[config.mk]
export PLATFORM = sky130hd
export DESIGN_NAME = coin_acceptor
export DESIGN_NICKNAME = d
export VERILOG_FILES = /design/src/rtl/vending_pkg.sv /design/src/rtl/coin_debounce.sv /design/src/rtl/coin_acceptor.sv
export SDC_FILE = /design/constraint.sdc
export NUM_CORES = 1
export LEC_CHECK = 0
export ABC_AREA = 1
export BUFFER_PORTS_ARGS = -buffer_cell sky130_fd_sc_hd__buf_2
export CELL_PAD_IN_SITES_DETAIL_PLACEMENT = 1
export CELL_PAD_IN_SITES_GLOBAL_PLACEMENT = 1
export CORE_UTILIZATION = 37
export CTS_BUF_LIST = sky130_fd_sc_hd__clkbuf_8
export DETAILED_ROUTE_END_ITERATION = 7
export GPL_TIMING_DRIVEN = 0
export PLACE_DENSITY_LB_ADDON = 0.1
export SYNTH_ARGS = -nofsm -noshare
export SYNTH_HDL_FRONTEND = slang
export SYNTH_HIERARCHICAL = 1
export SYNTH_SLANG_ARGS = --single-unit
[constraint.sdc]
create_clock -name clk -period 2 [get_ports clk]
set_clock_uncertainty 0.05 [all_clocks]
set_input_delay 0.4 -clock clk [delete_from_list [all_inputs] [get_ports clk]]
set_output_delay 0.4 -clock clk [all_outputs]
set_load 0.02 [all_outputs]
[src/rtl/vending_pkg.sv]
// Shared coin codes, coin values, emitter state encoding and a saturating adder
// for the coin intake path.
package vending_pkg;

  localparam logic COIN_10 = 1'b0;
  localparam logic COIN_50 = 1'b1;

  localparam int unsigned VAL_10 = 1;
  localparam int unsigned VAL_50 = 5;

  typedef enum logic [1:0] {
    IDLE = 2'd0,
    EMIT = 2'd1,
    GAP  = 2'd2
  } emit_state_t;

  function automatic logic [7:0] sat_add8(input logic [7:0] a, input logic [7:0] b);
    logic [8:0] s;
    s = {1'b0, a} + {1'b0, b};
    return s[8] ? 8'hFF : s[7:0];
  endfunction

endpackage

[src/rtl/coin_debounce.sv]
// One sensor channel: 2-flop synchroniser, debounce counter and a one-cycle
// event registered in the cycle the debounced level rises.
module coin_debounce #(
  parameter int unsigned DEB_CYCLES = 4
) (
  input  logic clk,
  input  logic reset,
  input  logic i_raw,
  output logic o_evt
);

  localparam logic [7:0] DEB_LAST = 8'(DEB_CYCLES - 1);

  logic       r_sync1;
  logic       r_sync2;
  logic       r_deb;
  logic       r_evt;
  logic [7:0] r_cnt;

  // Flip the debounced level after DEB_CYCLES consecutive disagreeing samples.
  always_ff @(posedge clk) begin
    if (reset) begin
      r_sync1 <= 1'b0;
      r_sync2 <= 1'b0;
      r_deb   <= 1'b0;
      r_evt   <= 1'b0;
      r_cnt   <= 8'd0;
    end else begin
      r_sync1 <= i_raw;
      r_sync2 <= r_sync1;
      r_evt   <= 1'b0;
      if (r_sync2 == r_deb) begin
        r_cnt <= 8'd0;
      end else if (r_cnt == DEB_LAST) begin
        r_deb <= r_sync2;
        r_evt <= r_sync2;
        r_cnt <= 8'd0;
      end else begin
        r_cnt <= r_cnt + 8'd1;
      end
    end
  end

  assign o_evt = r_evt;

endmodule

[src/rtl/coin_acceptor.sv]
// Coin intake: debounced sensors feed a small coin FIFO replayed as spaced
// credit/refund pulses. Optional credit tally under macro COIN_TALLY_EN.
module coin_acceptor
  import vending_pkg::*;
#(
  parameter int unsigned DEB_CYCLES = 4,
  parameter int unsigned GAP_CYCLES = 2,
  parameter int unsigned FIFO_DEPTH = 4
) (
  input  logic       clk,
  input  logic       reset,
  input  logic       coin_10_raw,
  input  logic       coin_50_raw,
  input  logic       accept_en,
`ifdef COIN_TALLY_EN
  input  logic       tally_clr,
  output logic [7:0] tally,
`endif
  output logic       dollar_10,
  output logic       dollar_50,
  output logic       coin_reject,
  output logic       coin_refund,
  output logic       busy
);

  localparam int unsigned PTR_W = (FIFO_DEPTH > 1) ? $clog2(FIFO_DEPTH) : 1;
  localparam int unsigned CNT_W = PTR_W + 1;
  localparam logic [CNT_W-1:0] FULL_CNT = CNT_W'(FIFO_DEPTH);
  localparam logic [7:0] GAP_LAST = 8'((GAP_CYCLES == 0) ? 0 : GAP_CYCLES - 1);

  logic w_evt10;
  logic w_evt50;

  coin_debounce #(.DEB_CYCLES(DEB_CYCLES)) u_deb10 (
    .clk(clk), .reset(reset), .i_raw(coin_10_raw), .o_evt(w_evt10)
  );

  coin_debounce #(.DEB_CYCLES(DEB_CYCLES)) u_deb50 (
    .clk(clk), .reset(reset), .i_raw(coin_50_raw), .o_evt(w_evt50)
  );

  logic             r_mem [FIFO_DEPTH];
  logic [PTR_W-1:0] r_wr_ptr;
  logic [PTR_W-1:0] r_rd_ptr;
  logic [CNT_W-1:0] r_count;
  logic [7:0]       r_gap_cnt;
  emit_state_t      r_state;
  logic             r_dollar_10;
  logic             r_dollar_50;
  logic             r_reject;
  logic             r_refund;
  logic             r_busy;

  logic             w_full;
  logic             w_push;
  logic             w_pop;
  logic             w_reject_nxt;
  logic [CNT_W-1:0] w_count_nxt;
  logic             w_busy_nxt;
  emit_state_t      w_state_nxt;
  logic             w_d10_nxt;
  logic             w_d50_nxt;
  logic             w_ref_nxt;

  // Intake: a lone event is queued when accepting and not full; all else rejects.
  assign w_full       = (r_count == FULL_CNT);
  assign w_push       = (w_evt10 ^ w_evt50) & accept_en & ~w_full;
  assign w_reject_nxt = (w_evt10 | w_evt50) & ~w_push;

  // Emitter next state; the pulse kind is decided in the pop cycle.
  always_comb begin
    w_state_nxt = r_state;
    w_pop       = 1'b0;
    w_d10_nxt   = 1'b0;
    w_d50_nxt   = 1'b0;
    w_ref_nxt   = 1'b0;
    case (r_state)
      IDLE: begin
        if (r_count != '0) begin
          w_pop       = 1'b1;
          w_state_nxt = EMIT;
          if (accept_en) begin
            w_d10_nxt = (r_mem[r_rd_ptr] == COIN_10);
            w_d50_nxt = (r_mem[r_rd_ptr] == COIN_50);
          end else begin
            w_ref_nxt = 1'b1;
          end
        end
      end
      EMIT:    w_state_nxt = (GAP_CYCLES == 0) ? IDLE : GAP;
      GAP:     if (r_gap_cnt == GAP_LAST) w_state_nxt = IDLE;
      default: w_state_nxt = IDLE;
    endcase
  end

  assign w_count_nxt = r_count + CNT_W'(w_push) - CNT_W'(w_pop);
  assign w_busy_nxt  = (w_count_nxt != '0) || (w_state_nxt != IDLE);

  always_ff @(posedge clk) begin
    if (reset) r_state <= IDLE;
    else       r_state <= w_state_nxt;
  end

  // Storage needs no reset: the count alone defines which entries are live.
  always_ff @(posedge clk) begin
    if (w_push) r_mem[r_wr_ptr] <= w_evt50 ? COIN_50 : COIN_10;
  end

  always_ff @(posedge clk) begin
    if (reset) begin
      r_wr_ptr    <= '0;
      r_rd_ptr    <= '0;
      r_count     <= '0;
      r_gap_cnt   <= 8'd0;
      r_dollar_10 <= 1'b0;
      r_dollar_50 <= 1'b0;
      r_reject    <= 1'b0;
      r_refund    <= 1'b0;
      r_busy      <= 1'b0;
    end else begin
      if (w_push) r_wr_ptr <= r_wr_ptr + PTR_W'(1);
      if (w_pop)  r_rd_ptr <= r_rd_ptr + PTR_W'(1);
      r_count     <= w_count_nxt;
      r_gap_cnt   <= (r_state == GAP) ? r_gap_cnt + 8'd1 : 8'd0;
      r_dollar_10 <= w_d10_nxt;
      r_dollar_50 <= w_d50_nxt;
      r_reject    <= w_reject_nxt;
      r_refund    <= w_ref_nxt;
      r_busy      <= w_busy_nxt;
    end
  end

  assign dollar_10   = r_dollar_10;
  assign dollar_50   = r_dollar_50;
  assign coin_reject = r_reject;
  assign coin_refund = r_refund;
  assign busy        = r_busy;

`ifdef COIN_TALLY_EN
  logic [7:0] r_tally;

  // Credit total in NT10 units; clear beats a same-cycle credit.
  always_ff @(posedge clk) begin
    if (reset || tally_clr) r_tally <= 8'd0;
    else if (r_dollar_10)   r_tally <= sat_add8(r_tally, 8'(VAL_10));
    else if (r_dollar_50)   r_tally <= sat_add8(r_tally, 8'(VAL_50));
  end

  assign tally = r_tally;
`endif

endmodule

==> flow_summary.toml, run 1 <==
[setup_path]
cp.arrival_ns = 2.38
cp-start-kind = "register"
end_kind = "register"
worstPathRequired_ns = 2.18
cp_max_fo = 2
reg2reg_setup_slack_ns = -0.20
worst-r2r-cell-count = 11
r2r-start = "u_deb50/o_evt"
r2r_end = "r_count[1]"
crit_type = "reg -> reg"

[floorplan]
start_util_pct = 39.0
core-area_um2 = 6030
die_h_um = 81.7
ios = 10
row_count = 28
dieWidth_um = 81.7
die_area_um2 = 6670

[place]
place_congestion = 0.692
hpwl_mm = 3.07
pre_cts_ws_ns = -0.329
place_area_um2 = 2490
dpl.cell_count = 385
port_buffers = 9

[global_routing]
antenna_found_initial = 0
grt_busiest_layer = "met2"
met2_usage_pct = 23.6
met1_usage_pct = 16.9
grtUsageMet3_pct = 3.67
grt_pass1_wl_mm = 7.08
overflow = 0
grt_pass1_vias = 1676
grt_usage_pct = 13.9
grt_max_degree = 16

[route]
drc = 0
wl_per_cell_um = 10.5
vias = 1768
drtIter0Drc = 58
wl_mm = 4.17
ant_nets = 0
dr.pass1.iters = 4
vias_per_cell = 4.46

[clock_tree]
cts_hold_buf = 0
clk_pin_slew_worst_paths_ns = 0.09
worst_skew_pair.late_latency_ns = 0.30
clock_sinks = 52
cts_tree = "yes"
clockRootBuffer = "clkbuf_8"
cts_buffer_depth = 2
h-tree-depth = 2
cts_made_buffers = 5

[synthesis]
syn_inst = 301
synth.avg_cell_area_um2 = 7.80
ys_seq_elements = 52
netlist_area_um2 = 2350
ys_seq_area_share_pct = 46.0
synth_cell_types = 28
synthesis.nets = 318
yosys_warnings = 6

[layout]
stdcell_area_um2 = 2660
num_antenna_cells = 0
drive_gt1_share_pct = 21.2
finish.utilization_pct = 44.2
area_growth_pct = 13.4
fin_cells = 396
n_fill_cell = 768
nets = 337

[outcome]
violations = "setup timing"
status = "finished, violations left"

[job]
cap_violations = 0

[timing]
relSlewSlack_pct = 81.5
hold_violations = 0
whs_ns = 0.250
timing.final.ws_setup_ns = -0.195
tns_ns = -0.405
setup_viol = 3
fin_crit_sh_pct = 110
tightest_slew_ns = 0.275
rsz0062_at_grt = "yes"
maxSlewViolCount = 0
min_period_ns = 2.20
fmax_mhz = 455

[power_and_ir_drop]
p_per_area_nw_per_um2 = 978
leakage_nw = 1.10
peakVddDrop_uv = 542
total_power_mw = 2.60

[hold_path]
hold_path_depth = 3
min_from = "coin_50_raw"
hold_path.class = "in -> reg"
min_to = "u_deb50/r_sync1"
[placed cells by master, fill, tap and decap left out, types with 3 or more instances in the layout]
master / Yosys / final
nand2_1: 57 / 55
inv_1: 50 / 47
nor2_1: 48 / 47
dfxtp_1: 48 / 47
a21oi_1: 15 / 15
inv_2: 9 / 12
nand3_1: 13 / 10
buf_2: 0 / 9
nand2_2: 6 / 8
ha_1: 11 / 8
o21ai_0: 6 / 6
nor2_2: 4 / 5
nand3_2: 2 / 5
clkbuf_8: 0 / 5
nand2_4: 4 / 4
xor2_1: 4 / 4
a21oi_2: 4 / 4
edfxtp_1: 4 / 4
ha_4: 0 / 3
buf_4: 0 / 3
[registers in the layout (all words and copies together), names as in the netlist, named ones only]
signal,count
r_gap_cnt,8
u_deb10/r_cnt,8
u_deb50/r_cnt,8
r_mem,4
r_count,3
r_rd_ptr,2
r_state,2
r_wr_ptr,2
busy,1
coin_refund,1
coin_reject,1
dollar_10,1
dollar_50,1
u_deb10/o_evt,1
u_deb10/r_deb,1
u_deb10/r_sync1,1
u_deb10/r_sync2,1
u_deb50/o_evt,1
u_deb50/r_deb,1
u_deb50/r_sync1,1
u_deb50/r_sync2,1
[area by class of cell]
type / count / area (um^2) / area share (%)
repair buffers: 12 / 67.6 / 2.54
multi-input cells: 189 / 1100 / 41.2
inverters: 59 / 226 / 8.51
plain buffers: 1 / 11.3 / 0.423
clock buffers: 5 / 68.8 / 2.58
flip-flops and latches: 52 / 1080 / 40.7
well taps: 75 / 93.8 / 3.52
clock inverters: 3 / 12.5 / 0.470
[worst max path at each step]
stage | endpoint | depth (start not counted) | slack, ns | startpoint
6_report | r_count[1] | 11 | -0.20 | u_deb50/o_evt
5_1_grt | busy | 12 | -0.29 | u_deb50/o_evt
4_1_cts | busy | 12 | -0.20 | u_deb50/o_evt
3_5_place_dp | busy | 12 | -0.33 | u_deb50/o_evt
3_3_place_gp | busy | 12 | -0.34 | u_deb50/o_evt
2_1_floorplan | busy | 12 | -0.16 | u_deb50/o_evt
[report_power, final]
group / switching, mW / internal (mW) / total, mW
Combinational: 0.471 / 0.324 / 0.796
Sequential: 0.0778 / 1.16 / 1.23
Clock: 0.337 / 0.237 / 0.574
[Yosys cell counts (all sizes together)]
master	number	area [um^2]
o211ai	1	7.51
fa	1	20.0
xnor2	1	8.76
xor2	4	35.0
nand2	67	297
nand3b	2	15.0
or2	1	6.26
edfxtp	4	120
nand4	2	12.5
ha	11	138
nand3	15	85.1
inv	59	221
a21oi	19	110
nor2	53	216
o21bai	1	18.8
buf	1	11.3
o21ai	8	40.0
dfxtp	48	961
nor3	3	25.0
[worst max-delay path, cell delays in order (launching register included)]
cell	delay, ns
dfxtp_4	0.37
inv_4	0.03
ha_4	0.25
nand2_2	0.03
o21bai_4	0.17
ha_4	0.28
inv_4	0.03
ha_4	0.15
fa_2	0.53
inv_2	0.04
buf_4	0.12
nor2_1	0.08
[kinds of logic after synthesis]
group	count (synthesis)	synth area share, %
xor+xnor	5	1.86
fa+ha+maj	12	6.71
simple gates	143	28.0
buf+inv	60	9.91
compound gates	29	7.51
flops	52	46.0
[timing repair]
action / CTS / global route
setup endpoints to repair: 3 / 3
pin swaps: 3 / 5
buffers inserted: 3 / 0
resized for setup: 9 / 9
[routing by layer]
metal  wire length, um  vias to the layer above
li1                  -                      955
met1              2200                      797
met2              1840                       11
met5                 0                        -
met3                75                        5
met4                51                        0
Note: power is estimated with default switching activity, not from simulation.
==> run 2, diff against run 1 <==
- PLACE_DENSITY: default -> 0.75
- PLACE_DENSITY_LB_ADDON: 0.1 -> default
==> run 2 against run 1 <==
Against the previous run: the flow still finishes with violations (setup timing); count of clock-buffer cells in the layout unchanged; final area increased by 0.61%; fmax increased by 1.3%; highest routed layer unchanged; critical endpoint unchanged; non-clock buffer count unchanged.
==> flow_summary.toml, run 2 (synthesis results as in run 1) <==
[outcome]
status = "finished, violations left"
violations = "setup timing"

[clock_tree]
clk_pin_slew_worst_paths_ns = 0.10
cts_hold_buf = 0
cts_tree = "yes"
clockRootBuffer = "clkbuf_8"
h-tree-depth = 2
clock_sinks = 52
worst_skew_pair.late_latency_ns = 0.31
cts_made_buffers = 5
cts_buffer_depth = 2

[route]
wl_mm = 4.28
drtIter0Drc = 40
dr.pass1.iters = 3
vias_per_cell = 4.59
drc = 0
wl_per_cell_um = 10.8
ant_nets = 0
vias = 1818

[floorplan]
row_count = 28
start_util_pct = 39.0
dieWidth_um = 81.7
die_area_um2 = 6670
die_h_um = 81.7
core-area_um2 = 6030
ios = 10

[global_routing]
grt_max_degree = 18
grt_pass1_vias = 1798
grt_usage_pct = 15.0
antenna_found_initial = 0
overflow = 0
grt_pass1_wl_mm = 7.64

[layout]
area_growth_pct = 14.1
final_cell_mix = "56 x nand2_1, 48 x nor2_1, 47 x dfxtp_1"
num_antenna_cells = 0
nets = 337
finish.utilization_pct = 44.5
drive_gt1_share_pct = 20.2
final_common_cell = "nand2_1"
top_regs = "r_gap_cnt: 8 flops, u_deb10/r_cnt: 8 flops, u_deb50/r_cnt: 8 flops"
fin_cells = 396

[place]
dpl.cell_count = 385
place_congestion = 0.721
port_buffers = 9
hpwl_mm = 3.22

[power_and_ir_drop]
peakVddDrop_uv = 539
leakage_nw = 1.10
p_per_area_nw_per_um2 = 1020

[setup_path]
cp.arrival_ns = 2.38
crit_type = "reg -> reg"
end_kind = "register"
cp_max_fo = 2
cp-start-kind = "register"
worstPathRequired_ns = 2.21

[job]
cap_violations = 0

[timing]
relSlewSlack_pct = 81.4
maxSlewViolCount = 0
rsz0062_at_grt = "yes"
setup_viol = 3
hold_violations = 0
min_period_ns = 2.17
timing.final.ws_setup_ns = -0.167
tightest_slew_ns = 0.276
whs_ns = 0.243
fmax_mhz = 461
fin_crit_sh_pct = 108

[hold_path]
hold_path.class = "in -> reg"
==> run 2: cell types whose count changed in the layout (fill, tap and decap cells not counted) <==
cell / delta
nand3_2: -2
nand2_1: +1
inv_4: -1
inv_6: +1
clkinvlp_4: +1
nand3_1: +2
nor2_1: +1
bufinv_16: +1
clkinv_2: -1
nand2_2: -1
inv_1: -1
nor2_2: -1
==> run 2: per-layer routing <==
| metal | vias up | share of wire (%) | global-route usage [%] | wire [um] |
|---|---|---|---|---|
| met4 | 0 | 1.3 | 4.74 | 54 |
| met1 | 850 | 45 | 16.6 | 1920 |
| met2 | 16 | 52 | 28.0 | 2220 |
| met5 | - | 0 | 0 | 0 |
| met3 | 5 | 2.1 | 3.67 | 88 |
| li1 | 947 | - | - | - |
==> run 2: path summary, 6_finish.rpt <==
| path | slack (ns) | depth (start not counted) | startpoint | end |
|---|---|---|---|---|
| hold reg to reg | 0.35 | 2 | u_deb10/r_sync1 | u_deb10/r_sync2 |
| hold / removal | 0.24 | 3 | coin_10_raw | u_deb10/r_sync1 |
| setup reg to reg | -0.17 | 11 | u_deb50/o_evt | r_count[1] |
| setup / recovery | -0.17 | 11 | u_deb50/o_evt | r_count[1] |
==> run 2: critical path, cell delays in order, from the launching register on <==
cell      delay [ns]
dfxtp_4         0.37
inv_4           0.03
ha_4            0.25
nand2_2         0.04
o21bai_4        0.18
ha_4            0.27
inv_2           0.04
ha_4            0.14
fa_2            0.52
inv_2           0.04
buf_4           0.12
nor2_1          0.07
==> run 2: cell type report <==
cell class              count  area [um^2]
inverters                  59          224
repair buffers             12         67.6
clock inverters             3         46.3
multi-input cells         189         1080
fillers                   762         3350
plain buffers               1         11.3
flip-flops and latches     52         1080
clock buffers               5         68.8
well taps                  75         93.8
==> run 2: metrics by stage <==
stage	area, um^2	TNS [ns]	setup WS (ns)	total power [mW]
floorplan	2350	-0.227	-0.161	1.72
global placement	2490	-0.650	-0.313	1.84
detailed placement	2490	-0.832	-0.369	1.89
CTS	2680	-0.434	-0.181	2.76
global route	2680	-0.646	-0.243	2.92
finish	2680	-0.381	-0.167	2.72
==> run 2: power breakdown <==
part / switching, mW / internal, mW
Combinational: 0.460 / 0.296
Clock: 0.362 / 0.377
Sequential: 0.0737 / 1.16
Total: 0.896 / 1.83
==> run 2: repair_timing <==
item	4_1_cts	5_1_grt
setup buffers	3	0
endpoints found under the setup margin	3	3
pin swaps	5	2
gates resized for setup	11	1
hold endpoints to repair	0	0
